File: config.mk
export PLATFORM = sky130hd
export DESIGN_NAME = if_fetch_unit
export DESIGN_NICKNAME = d
export VERILOG_FILES = /design/src/rtl/fetch_pkg.sv /design/src/rtl/fetch_hold_buf.sv /design/src/rtl/if_fetch_unit.sv
export SDC_FILE = /design/constraint.sdc
export NUM_CORES = 1
export LEC_CHECK = 0
export CAP_MARGIN = 30
export CORE_MARGIN = 2
export CORE_UTILIZATION = 25
export DETAILED_ROUTE_END_ITERATION = 8
export SYNTH_ARGS = -nofsm -noshare
export SYNTH_HDL_FRONTEND = slang
export SYNTH_HIERARCHICAL = 1
export SYNTH_SLANG_ARGS = --single-unit
File: constraint.sdc
create_clock -name clk -period 3.7 [get_ports clk]
set_input_delay 0.37 -clock clk [delete_from_list [all_inputs] [get_ports clk]]
set_output_delay 0.37 -clock clk [all_outputs]
set_load 0.1 [all_outputs]
File: src/rtl/fetch_pkg.sv
// ----------------------------------------------------------------------------
// fetch_pkg: shared types and constants for the instruction fetch stage.
// Rev 1.0
// ----------------------------------------------------------------------------
`default_nettype none

package fetch_pkg;

  typedef enum logic [2:0] {
    IDLE = 3'd0,
    REQ  = 3'd1,
    WAIT = 3'd2,
    HOLD = 3'd3,
    DROP = 3'd4
  } fetch_state_e;

  localparam logic [1:0]  BR_SEL_PC4 = 2'b00;
  localparam logic [31:0] NOP_INSTR  = 32'h0000_0013;

  typedef struct packed {
    logic [31:0] pc;
    logic [31:0] instr;
    logic        valid;
  } if_id_t;

endpackage

`default_nettype wire

File: src/rtl/fetch_hold_buf.sv
// ----------------------------------------------------------------------------
// fetch_hold_buf: one-entry PC/instruction buffer used while ID is stalled.
// Rev 1.0
// ----------------------------------------------------------------------------
`default_nettype none

module fetch_hold_buf #(
  parameter int ADDR_W = 32
) (
  input  logic              clk,
  input  logic              rst_n,
  input  logic              load,
  input  logic              clear,
  input  logic [ADDR_W-1:0] pc_in,
  input  logic [31:0]       instr_in,
  output logic              valid,
  output logic [ADDR_W-1:0] pc_out,
  output logic [31:0]       instr_out
);

  always_ff @(posedge clk or negedge rst_n) begin
    if (!rst_n) begin
      valid     <= 1'b0;
      pc_out    <= '0;
      instr_out <= '0;
    end else if (load) begin
      valid     <= 1'b1;
      pc_out    <= pc_in;
      instr_out <= instr_in;
    end else if (clear) begin
      valid     <= 1'b0;
    end
  end

endmodule

`default_nettype wire

File: src/rtl/if_fetch_unit.sv
// ----------------------------------------------------------------------------
// if_fetch_unit: PC, single-outstanding imem fetch FSM and IF/ID register.
// Optional counters under IF_FETCH_PERF_CNT_EN. Rev 1.0
// ----------------------------------------------------------------------------
`default_nettype none

module if_fetch_unit #(
  parameter int               ADDR_W    = 32,
  parameter logic [ADDR_W-1:0] RESET_PC = '0,
  parameter logic [31:0]      NOP_INSTR = fetch_pkg::NOP_INSTR
) (
  input  logic              clk,
  input  logic              rst_n,
  input  logic              pc_write,
  input  logic              instr_flush,
  input  logic              IF_ID_reg_write,
  input  logic [1:0]        branch_sel,
  input  logic [ADDR_W-1:0] branch_target,
  output logic              imem_req_valid,
  input  logic              imem_req_ready,
  output logic [ADDR_W-1:0] imem_req_addr,
  input  logic              imem_rsp_valid,
  input  logic [31:0]       imem_rsp_data,
  output logic [ADDR_W-1:0] ID_pc,
  output logic [31:0]       ID_instr,
  output logic              ID_valid,
`ifdef IF_FETCH_PERF_CNT_EN
  output logic [31:0]       perf_fetched,
  output logic [31:0]       perf_dropped,
  output logic [31:0]       perf_stall,
`endif
  output logic              fetch_busy
);

  import fetch_pkg::*;

  fetch_state_e      state, state_nxt;
  logic [ADDR_W-1:0] pc, pc_nxt, pc_inc, req_addr;
  logic              drop;
  if_id_t            if_id, if_id_nxt;

  logic              redirect, kill, have_instr, take, hold_load, hold_clear;
  logic              hold_valid;
  logic [ADDR_W-1:0] hold_pc;
  logic [31:0]       hold_instr;

  assign pc_inc     = pc + ADDR_W'(4);
  assign redirect   = pc_write && (branch_sel != BR_SEL_PC4);
  // A flush without redirect discards the instruction and refetches the same pc.
  assign kill       = redirect || (instr_flush && IF_ID_reg_write && pc_write);
  assign have_instr = ((state == WAIT) && imem_rsp_valid) || ((state == HOLD) && hold_valid);
  assign take       = have_instr && IF_ID_reg_write && pc_write && !kill;
  assign hold_load  = (state == WAIT) && imem_rsp_valid && !take && !kill;
  assign hold_clear = (state == HOLD) && (take || kill);

  fetch_hold_buf #(.ADDR_W(ADDR_W)) u_hold_buf (
    .clk       (clk),
    .rst_n     (rst_n),
    .load      (hold_load),
    .clear     (hold_clear),
    .pc_in     (pc),
    .instr_in  (imem_rsp_data),
    .valid     (hold_valid),
    .pc_out    (hold_pc),
    .instr_out (hold_instr)
  );

  always_comb begin
    state_nxt = state;
    unique case (state)
      IDLE: state_nxt = REQ;
      REQ:  if (imem_req_ready) state_nxt = (drop || redirect) ? DROP : WAIT;
      WAIT: begin
        if (imem_rsp_valid)  state_nxt = (take || kill) ? REQ : HOLD;
        else if (redirect)   state_nxt = DROP;
      end
      HOLD: if (take || kill) state_nxt = REQ;
      DROP: if (imem_rsp_valid) state_nxt = REQ;
      default: state_nxt = IDLE;
    endcase

    if (redirect)  pc_nxt = branch_target;
    else if (take) pc_nxt = pc_inc;
    else           pc_nxt = pc;

    if_id_nxt = if_id;
    if (!IF_ID_reg_write) begin
      if_id_nxt = if_id;
    end else if (instr_flush) begin
      if_id_nxt.instr = NOP_INSTR;
      if_id_nxt.valid = 1'b0;
    end else if (take) begin
      if_id_nxt.pc    = (state == HOLD) ? 32'(hold_pc) : 32'(pc);
      if_id_nxt.instr = (state == HOLD) ? hold_instr : imem_rsp_data;
      if_id_nxt.valid = 1'b1;
    end else begin
      if_id_nxt.instr = NOP_INSTR;
      if_id_nxt.valid = 1'b0;
    end
  end

  always_ff @(posedge clk or negedge rst_n) begin
    if (!rst_n) begin
      state    <= IDLE;
      pc       <= RESET_PC;
      req_addr <= RESET_PC;
      drop     <= 1'b0;
      if_id    <= '{pc: 32'(RESET_PC), instr: NOP_INSTR, valid: 1'b0};
    end else begin
      state <= state_nxt;
      pc    <= pc_nxt;
      if_id <= if_id_nxt;
      // The request address is captured on entry so it stays stable until accepted.
      if ((state_nxt == REQ) && (state != REQ)) req_addr <= pc_nxt;
      if (state == REQ) begin
        if (imem_req_ready) drop <= 1'b0;
        else if (redirect)  drop <= 1'b1;
      end
    end
  end

  assign imem_req_valid = (state == REQ);
  assign imem_req_addr  = req_addr;
  assign fetch_busy     = (state == REQ) || (state == WAIT) || (state == DROP);
  assign ID_pc          = if_id.pc[ADDR_W-1:0];
  assign ID_instr       = if_id.instr;
  assign ID_valid       = if_id.valid;

`ifdef IF_FETCH_PERF_CNT_EN
  logic rsp_discard;
  assign rsp_discard = (have_instr && kill) || ((state == DROP) && imem_rsp_valid);

  always_ff @(posedge clk or negedge rst_n) begin
    if (!rst_n) begin
      perf_fetched <= '0;
      perf_dropped <= '0;
      perf_stall   <= '0;
    end else begin
      if (take)             perf_fetched <= perf_fetched + 32'd1;
      if (rsp_discard)      perf_dropped <= perf_dropped + 32'd1;
      if (!IF_ID_reg_write) perf_stall   <= perf_stall + 32'd1;
    end
  end
`endif

endmodule

`default_nettype wire

==> metrics.md, run 1 <==
| Metric | Value |
|---|---|
| Antenna viol nets, final | 0 |
| Clock-pin slew on the worst setup and hold paths | 0.09 ns |
| Start point of the critical path | state[1] |
| Total CTS buffers | 17 |
| Crit path DAT | 2.95 ns |
| Die ar. | 0.03863 sq mm |
| Clock Skew | roughly 0.018 ns |
| Initial drt markers | 556 |
| Power Density | a little under 900 mW/mm^2 |
| Syn nets | 936 |
| GRT overflow | 0 |
| Peak supply drop | 676.5 uV |
| Largest net degree at the start of global routing | 97 |
| Leading register cell type out of synthesis | dfrtp_1 |
| Via-to-Cell Ratio | 4.718 |
| Synth unique cells | between 60 and 70 |
| Critical path class | reg -> reg |
| CTS tree | done |
| Global-route wire length before repair | 41240 um |
| Startpoint Class | flip-flop |
| Failing checks | negative hold slack |
| Post-Syn Area | 0.009268 sq mm |
| Post-DP HPWL | 18470 um |
| CTS Hold Bufs | 0 |
| Endpoints failing hold | 8 |
| Post-route setup TNS | 0 ns |
| FP Rows | 70 |
| CTS Root Cell | clkbuf_16 |
| Synth area leader | dfrtp_1 |
| Max Slew Vio Count | 0 |
| 1st-pass router iterations | 5 |
| Io pins | 172 |
| Share of layout cells above drive strength 1 | 15.46% |
| Yosys warns | 6 |
| GPL Wtd Cong | 0.8558 |
| Max Cap Viol | 0 |
| Sink Count | 198 |
| RSZ-0062 raised after global routing | false |
| #FFs+latches synth | 198 |
| EDFF count, synth | 0 |
| CTS resizes | 0 |
| Vias in the first global route | 7003 |
| H-tree depth | 4 |
| Initial antenna violation count | 1 |
| Minimum clock period after layout | 2.604 ns |
| Worst Tran Pin Value | slightly above 1 ns |
| HP Class | in -> async |
| Syn avg cell area | 10.75 sq um |
| Tot Pwr | 0.01105 W |
| Setup WS post-layout | between 1 and 1.5 ns |
| Highest clock rate | approximately 0.38 GHz |
| Seq. cell area | 0.004959 sq mm |
| Crit. End Element | flip-flop |
| Routed vias | 7096 |
| Max_slew headroom | a little under a third |
| Gr usage total | 13.94% |
| Status | finished with violations |
| Gate Count Post-Synth | roughly 860 |
| Layout net count | 1096 |
| CTS Buffer Depth | 2 |
| Core Region | 0.03652 sq mm |
| Crit share post-route | 70.39% |
| DR DRC count | 0 |
| Fill cells | 3627 |
| Worst skew pair latency | 0.47 ns |
| Leak | 5.094 nW |
| Post-synthesis sequential area ratio | a little over half |
| Buffers on Ports | 171 |
| Place WS | 0.8004 ns |
| Post-DR wirelength/cell | 17.65 um |
| Critical Path RT | 4.05 ns |
| Synthesis-to-finish area growth | 33.17% |
| Largest cells by area after synthesis | dfrtp_1 (53%), mux2_4 (7.9%), nand2_1 (4.9%), nor2_1 (3.6%), mux2i_1 (3.3%) |
| WL final | 26550 um |
| Post-CTS Setup Inserts | 0 |
| Starting density of the core | 25.38% |
| Largest fanout on the critical path | 32 |
| Area occupied by multi-input gates | 0.003904 sq mm |
| Share of the synthesized area in the top cell type | 52.65% |
| Setup violators final | 0 |
| Die H | about 200 um |
| Asr flop ratio synth | 100.0% |
| Worst R2R Start | state[1] |
| Worst hold slack | -0.004698 ns |
| Die W | 196.5 um |
where the power goes:
group | internal (W) | switching, W
combinational | 0.00186 | 0.00385
clock | 0.000905 | 0.000989
sequential | 0.00290 | 0.000541
through the flow:
stage                     instances  utilization, %  area (sq um)
after CTS                      1503           33.79         12340
final                          1504           33.79         12340
after global routing           1504           33.79         12340
after global placement         1461           31.43         11480
after detailed placement       1471           32.19         11760
after floorplan                 862               -          9273
worst max-delay path, cell delays in order (launching register included):
cell	delay (ns)
dfrtp_1	0.63
and3b_4	0.59
a211o_1	0.19
o211a_1	0.39
buf_4	0.31
mux2_2	0.36
worst paths after layout:
kind	to	slack [ns]	cells after the start
max	imem_req_addr[20]	1.10	5
min	ID_pc[14]	-0.005	1
max reg2reg	imem_req_addr[20]	1.10	5
min reg2reg	imem_req_addr[6]	0.48	2
max in group asynchronous	ID_instr[0]	2.86	2
min in group clk	pc[0]	0.47	3
cell usage after synthesis (8+ instances only):
cell      count
o31ai_1      16
buf_2        23
mux2_4       49
nor3_1       17
a31oi_1      38
dfrtp_1     195
nand4_1      16
o22ai_1      29
nor4_1        9
o21ai_0      11
clkbuf_1     20
mux2_2       27
xor2_1        8
inv_1        40
mux2i_1      31
a21oi_1      20
nand3_1      17
o211ai_1     11
nor2_1       88
nand2_1     121
registers in the layout, summed over array words and instances (netlist names):
signal,cells
ID_instr,32
ID_pc,32
ID_valid,1
drop,1
imem_req_addr,32
pc,32
state,3
u_hold_buf/instr_out,32
u_hold_buf/pc_out,32
u_hold_buf/valid,1
cell usage in the layout (no fill, tap or decap), types with 5 or more instances in the layout:
cell type	count
dfrtp_1	195
clkdlybuf4s50_1	167
nand2_1	121
nor2_1	88
mux2_4	49
inv_1	39
a31oi_1	38
mux2i_1	31
o22ai_1	29
mux2_2	27
a21oi_1	20
clkbuf_16	17
o31ai_1	16
nand4_1	16
nand3_1	16
nor3_1	16
buf_4	12
o211ai_1	11
o21ai_0	10
buf_16	10
nor4_1	9
xor2_1	8
and4_1	5
inv_6	5
buf_12	5
area by class of cell:
class	count	share of cell area, %
sequential	198	40.18
multi-input combinational	569	31.63
timing repair buffer	196	17.47
tap	468	4.745
clock buffer	17	3.447
clock inverter	15	1.288
inverter	40	1.227
antenna	1	0.02028
cells by family after synthesis:
group,count (synthesis),share of synthesized area [%]
buffers and inverters,95,4.644
DFF,198,53.50
muxes,107,14.57
AOI/OAI and AO/OA,152,10.99
xor gates and xnor gates,10,0.9451
adders and majority gates,1,0.1350
and+or+nand+nor,299,15.22
layer usage:
layer / vias to the layer above / global-route usage [%] / share of wire, %
met1: 3507 / 18.86 / 46
li1: 3372 / - / -
met5: - / 0 / 0
met4: 0 / 5.135 / 2.0
met3: 25 / 2.687 / 4.9
met2: 192 / 22.18 / 47
Note: power is estimated with default switching activity, not from simulation.
==> run 2: changes to the inputs <==
clock period = 2.18 ns   (was 3.7 ns; I/O delays follow)
==> run 2 against run 1 <==
The run now ends clean. Via count grew 2.9%. Sequential power grew 68%. Cell area grew 0.89%. Clock power grew 80%. Flip-flop and latch count is the same. First-iteration DRC count shrank 2.2%. Hold slack gained 0.28 ns. Non-clock buffer count grew 56. Register-to-register slack lost 0.98 ns. Combinational power grew 68%. Core utilization grew 0.30 points. Sequential share of layout area shrank 0.36 points. Highest routed layer unchanged.
==> metrics.md, run 2 (synthesized netlist as in run 1, its figures left out) <==
| Metric | Value |
|---|---|
| Share of layout cells above drive strength 1 | 28.72% (+13 points) |
| Power Density | 1508 mW/mm^2 (+68%) |
| Global-route wire length before repair | 43430 um (+5.3%) |
| Endpoints failing hold | 0 (-8) |
| Die ar. | 0.03863 sq mm (unchanged) |
| Met2 Track Usage GR | 22.94% (+0.76 points) |
| Via-to-Cell Ratio | 4.687 (-0.65%) |
| Commonest non-fill, non-tap cell in the layout | dfrtp_1 |
| Worst hold slack | 0.2794 ns (+0.2841 ns) |
| CTS Root Cell | clkbuf_16 |
| HP Class | in -> async |
| Tot Pwr | 0.01878 W (+70%) |
| Largest fanout on the critical path | 7 (-78%) |
| Worst R2R Start | pc[12] |
| Post-CTS Setup Inserts | 0 (unchanged) |
| Startpoint Class | flip-flop |
| CTS Buffer Depth | 2 (unchanged) |
| Max Slew Vio Count | 0 (unchanged) |
| DR DRC count | 0 (unchanged) |
| Largest net degree at the start of global routing | 70 (-28%) |
| Setup violators final | 0 (unchanged) |
| N_diodes | 0 (-1) |
| GRT overflow | 0 (unchanged) |
| Die W | 196.5 um (unchanged) |
| Gr usage total | 14.61% (+0.67 points) |
| FP Rows | 70 (unchanged) |
| 1st-pass router iterations | 5 (unchanged) |
| Worst Tran Pin Value | 0.5385 ns (-0.4895 ns) |
| Buffers on Ports | 171 (unchanged) |
| Critical Path RT | 2.49 ns (-1.56 ns) |
| Die H | 196.5 um (unchanged) |
| Vias in the first global route | 7476 (+6.8%) |
| Synthesis-to-finish area growth | 34.36% |
| Post-DR wirelength/cell | 17.82 um (+0.94%) |
| Core Region | 0.03652 sq mm (unchanged) |
| Initial antenna violation count | 0 (-1) |
| Met1 usage | 20.04% (+1.2 points) |
| Sink Count | 198 (unchanged) |
| Clock-pin slew on the worst setup and hold paths | 0.07 ns (-0.02 ns) |
| Fill cells | 3669 (+1.2%) |
| Crit path DAT | 2.37 ns (-0.58 ns) |
| Starting density of the core | 25.38% (unchanged) |
| WL final | 27760 um (+4.6%) |
| Peak supply drop | 810.5 uV (+20%) |
| Max Cap Viol | 0 (unchanged) |
| Total CTS buffers | 17 (unchanged) |
| Worst skew pair latency | 0.44 ns (-0.03 ns) |
| Leak | 5.490 nW (+7.8%) |
| Gr busiest metal | met2 |
| Status | completed |
| Highest clock rate | 0.4836 GHz (+26%) |
| Antenna viol nets, final | 0 (unchanged) |
| CTS tree | done |
| Minimum clock period after layout | 2.068 ns (-0.5366 ns) |
| Critical path class | reg -> reg |
| Highest-count cells in the layout ignoring fill and taps | dfrtp_1 (195), buf_4 (169), nand2_1 (120) |
| Crit share post-route | 94.86% (+24 points) |
| Io pins | 172 (unchanged) |
| Routed vias | 7303 (+2.9%) |
| Max_slew headroom | 63.96% (+33 points) |
| Initial drt markers | 544 (-2.2%) |
| Met3 Usage GRT | 3.166% (+0.48 points) |
| GPL Wtd Cong | 0.8830 (+3.2%) |
| H-tree depth | 4 (unchanged) |
| Clock Skew | 0.01255 ns (-0.005286 ns) |
| Crit. End Element | flip-flop |
| Start point of the critical path | pc[12] |
| Post-DP HPWL | 19660 um (+6.4%) |
| Layout net count | 1152 (+5.1%) |
[run 2: changes by cell type in the layout (fill, tap and decap cells not counted), sizes merged, moves of 4 or more]
cell	previous run	this run
bufinv	0	4
inv	47	41
clkdlybuf4s50	167	71
buf	27	179
[run 2: worst max-delay path, cell delays in order, from the launching register on]
cell	delay (ns)
dfrtp_1	0.50
nand3_2	0.19
or4_4	0.59
o31a_1	0.25
nor3_1	0.28
o31ai_1	0.13
[run 2: what timing repair did]
item	in CTS	in global routing
hold buffers	1	0
resized for setup	1	4
hold endpoints to repair	36	0
endpoints found under the setup margin	1	6
pin swaps	0	1
[run 2: final timing paths]
check | endpoint | slack (ns) | cells after the start
setup / recovery | imem_req_addr[19] | 0.11 | 5
hold / removal | imem_req_addr[16] | 0.28 | 2
setup reg to reg | imem_req_addr[19] | 0.11 | 5
hold reg to reg | ID_pc[8] | 0.48 | 2
max in group asynchronous | pc[20] | 1.23 | 3
min in group clk | ID_instr[4] | 0.35 | 3
[run 2: cell type report]
cell class                      instances  area (sq um)  area share, %
Timing Repair Buffer                  252          2203          17.69
Clock inverter                         12         176.4          1.417
Tap cell                              468         585.6          4.703
Clock buffer                           19         442.9          3.557
Multi-Input combinational cell        569          3934          31.59
Inverter                               40         151.4          1.216
Sequential cell                       198          4959          39.82
[run 2: report_power, final]
part           internal [W]  switching [W]  total, W
combinational       0.00292        0.00668   0.00960
sequential          0.00494       0.000839   0.00578
clock               0.00195        0.00145   0.00340
total               0.00981        0.00897    0.0188
[run 2: per-stage QoR]
stage / area [sq um] / TNS (ns) / setup slack (ns) / std cells / util, %
floorplan: 9290 / 0 / 0.05631 / 862 / -
global placement: 11810 / -5.847 / -0.3047 / 1526 / 32.34
detailed placement: 11810 / -6.706 / -0.3108 / 1526 / 32.34
CTS: 12440 / 0 / 0.09431 / 1558 / 34.06
global route: 12450 / -0.002016 / -0.002016 / 1558 / 34.09
finish: 12450 / 0 / 0.1121 / 1558 / 34.09
[run 2: metal layers]
layer	part of all wire, %	vias up	wire length, um
li1	-	3478	-
met1	48	3604	13240
met2	46	194	12660
met3	4.9	27	1350
met4	1.8	0	506
met5	0	-	0
==> run 3: changes to the inputs <==
CORE_MARGIN = 3   (was 2)
PLACE_DENSITY = 0.45   (was unset)
==> run 3 against run 2 <==
Non-clock buffer count up 21. Flip-flop and latch count unchanged. Global-route usage rose by 0.12 points. Power is 0.83% lower. Die area is 2.0% higher. Hold slack better by 0.015 ns. Core utilization rose by 0.71 points. Cell area increased by 0.87%. Register-to-register slack worse by 0.04 ns. Largest cell class unchanged. Largest power group unchanged.
==> metrics.md, run 3 (synthesized netlist as in run 1, its figures left out) <==
| Metric | Value |
|---|---|
| Peak supply drop | 1002 uV (+24%) |
| Core Region | 0.03609 sq mm (-1.2%) |
| Crit. End Element | flip-flop |
| Worst R2R End | imem_req_addr[23] |
| Reg-to-reg setup timing slack | 0.07 ns (-0.04 ns) |
| Io pins | 172 (unchanged) |
| Max_slew headroom | 59.59% (-4.4 points) |
| DP Cell Count | 1540 (+0.92%) |
| Setup WS post-layout | 0.07291 ns (-0.03923 ns) |
| Worst hold slack | 0.2944 ns (+0.01501 ns) |
| WL final | 28640 um (+3.2%) |
| Clock Skew | 0.01098 ns (-0.001567 ns) |
| Critical path class | reg -> reg |
| Starting density of the core | 25.68% (+0.31 points) |
| Buffers on Ports | 171 (unchanged) |
| Max Slew Vio Count | 0 (unchanged) |
| Clock-pin slew on the worst setup and hold paths | 0.07 ns (about the same) |
| CTS Buffer Depth | 2 (unchanged) |
| Die W | 198.5 um (+1.0%) |
| Layout Utilization | 34.81% (+0.71 points) |
| Max Cap Viol | 0 (unchanged) |
| Highest clock rate | 0.4746 GHz (-1.9%) |
| Via-to-Cell Ratio | 4.641 (-0.99%) |
| Synthesis-to-finish area growth | 35.53% |
| Die ar. | 0.03942 sq mm (+2.0%) |
| HP Class | in -> async |
| Startpoint Class | flip-flop |
| Crit share post-route | 96.66% (+1.8 points) |
| GRT overflow | 0 (unchanged) |
| CTS tree | done |
| Worst Tran Pin Value | 0.6038 ns (+0.06528 ns) |
| Minimum clock period after layout | 2.107 ns (+0.03923 ns) |
| Total CTS buffers | 17 (unchanged) |
| RSZ-0062 raised after global routing | true |
| Leak | 5.569 nW (+1.4%) |
| Initial antenna violation count | 1 (+1) |
| Die H | 198.5 um (+1.0%) |
| Gr usage total | 14.73% (+0.12 points) |
| 1st-pass router iterations | 5 (unchanged) |
| Status | completed |
| Worst r2r path cells | 5 (unchanged) |
| Fill cells | 3690 (+0.57%) |
| Layout net count | 1173 (+1.8%) |
| Critical Path RT | 2.50 ns (about the same) |
| DR DRC count | 0 (unchanged) |
| Place WS | -0.2363 ns (+0.07446 ns) |
| Routed vias | 7300 (-0.041%) |
| Seq. cell area | 0.004961 sq mm (about the same) |
| Power Density | 1483 mW/mm^2 (-1.7%) |
| Largest fanout on the critical path | 9 (+2) |
| Worst R2R Start | pc[5] |
| Antenna viol nets, final | 0 (unchanged) |
| Endpoints failing hold | 0 (unchanged) |
| Setup violators final | 0 (unchanged) |
| Largest net degree at the start of global routing | 70 (unchanged) |
| Initial drt markers | 280 (-49%) |
| Commonest non-fill, non-tap cell in the layout | dfrtp_1 |
| FP Rows | 69 (-1.4%) |
| Non-filler cells, final | 1573 (+0.96%) |
| Sink Count | 198 (unchanged) |
| Share of layout cells above drive strength 1 | 30.24% (+1.5 points) |
| Crit path DAT | 2.43 ns (+0.06 ns) |
| Area occupied by multi-input gates | 0.003954 sq mm (+0.51%) |
| Post-DR wirelength/cell | 18.21 um (+2.2%) |
| Worst skew pair latency | 0.44 ns (about the same) |
| H-tree depth | 4 (unchanged) |
| Vias in the first global route | 7625 (+2.0%) |
| Post-CTS Setup Inserts | 0 (unchanged) |
| CTS Root Cell | clkbuf_16 |
| Global-route wire length before repair | 44930 um (+3.5%) |
| GPL Wtd Cong | 0.8631 (-2.3%) |
| Highest-count cells in the layout ignoring fill and taps | dfrtp_1 (193), buf_4 (191), nand2_1 (121) |
| Post-DP HPWL | 20730 um (+5.5%) |
run 3: cell count changes in the layout (fill, tap and decap cells not counted), sizes merged:
cell	delta
buf	+22
bufinv	-2
clkbuf	+2
clkdlybuf4s50	-1
clkinv	+1
clkinvlp	-1
diode	+1
run 3: power breakdown:
part	internal, W	total (W)	switching (W)	leakage [nW]
sequential	0.00494	0.00575	0.000808	2.48
clock	0.00173	0.00317	0.00144	0.278
combinational	0.00300	0.00971	0.00671	2.81
total	0.00966	0.0186	0.00896	5.57
run 3: metal layers:
metal | vias up | GRT usage (%) | share of wire, %
met5 | - | 0 | 0
met4 | 0 | 4.503 | 1.9
met3 | 23 | 2.490 | 3.3
met2 | 143 | 23.67 | 47
met1 | 3597 | 20.44 | 48
li1 | 3537 | - | -
run 3: worst max-delay path by stage:
stage                              from                 to  slack (ns)  cells after the start
after floorplan                state[0]         fetch_busy        0.06                      4
after global placement    branch_sel[0]   imem_req_addr[5]       -0.25                      8
after detailed placement  branch_sel[0]   imem_req_addr[5]       -0.24                      8
after CTS                         pc[8]  imem_req_addr[23]        0.03                      5
after global routing              pc[3]  imem_req_addr[24]      -0.004                      7
final                             pc[5]  imem_req_addr[23]        0.07                      5
run 3: layout make-up:
cell class / count / share of cell area (%)
diodes: 1 / 0.01992
clock buffers: 21 / 3.586
clock inverters: 10 / 0.9662
inverters: 40 / 1.205
multi-input cells: 569 / 31.48
flip-flops and latches: 198 / 39.50
well taps: 461 / 4.592
repair buffers: 273 / 18.66
run 3: worst max-delay path, stage by stage (launching register included):
cell     delay [ns]
dfrtp_1        0.48
nand3_1        0.26
or2_2          0.47
nor4_4         0.37
mux2i_1        0.32
o31ai_2        0.10
run 3: per-stage QoR:
step	power, W	setup TNS (ns)	instance area (sq um)
after global placement	0.01554	-7.640	11940
after global routing	0.01961	-0.003858	12560
after floorplan	0.01281	0	9290
final	0.01862	0	12560
after detailed placement	0.01559	-8.143	11940
after CTS	0.01888	0	12530
run 3: repair_timing:
item                                    CTS  global route
hold endpoints to repair                 44             0
gates cloned                              0             0
hold buffers                              1             0
endpoints found under the setup margin    1             9
gates resized for setup                   1             6
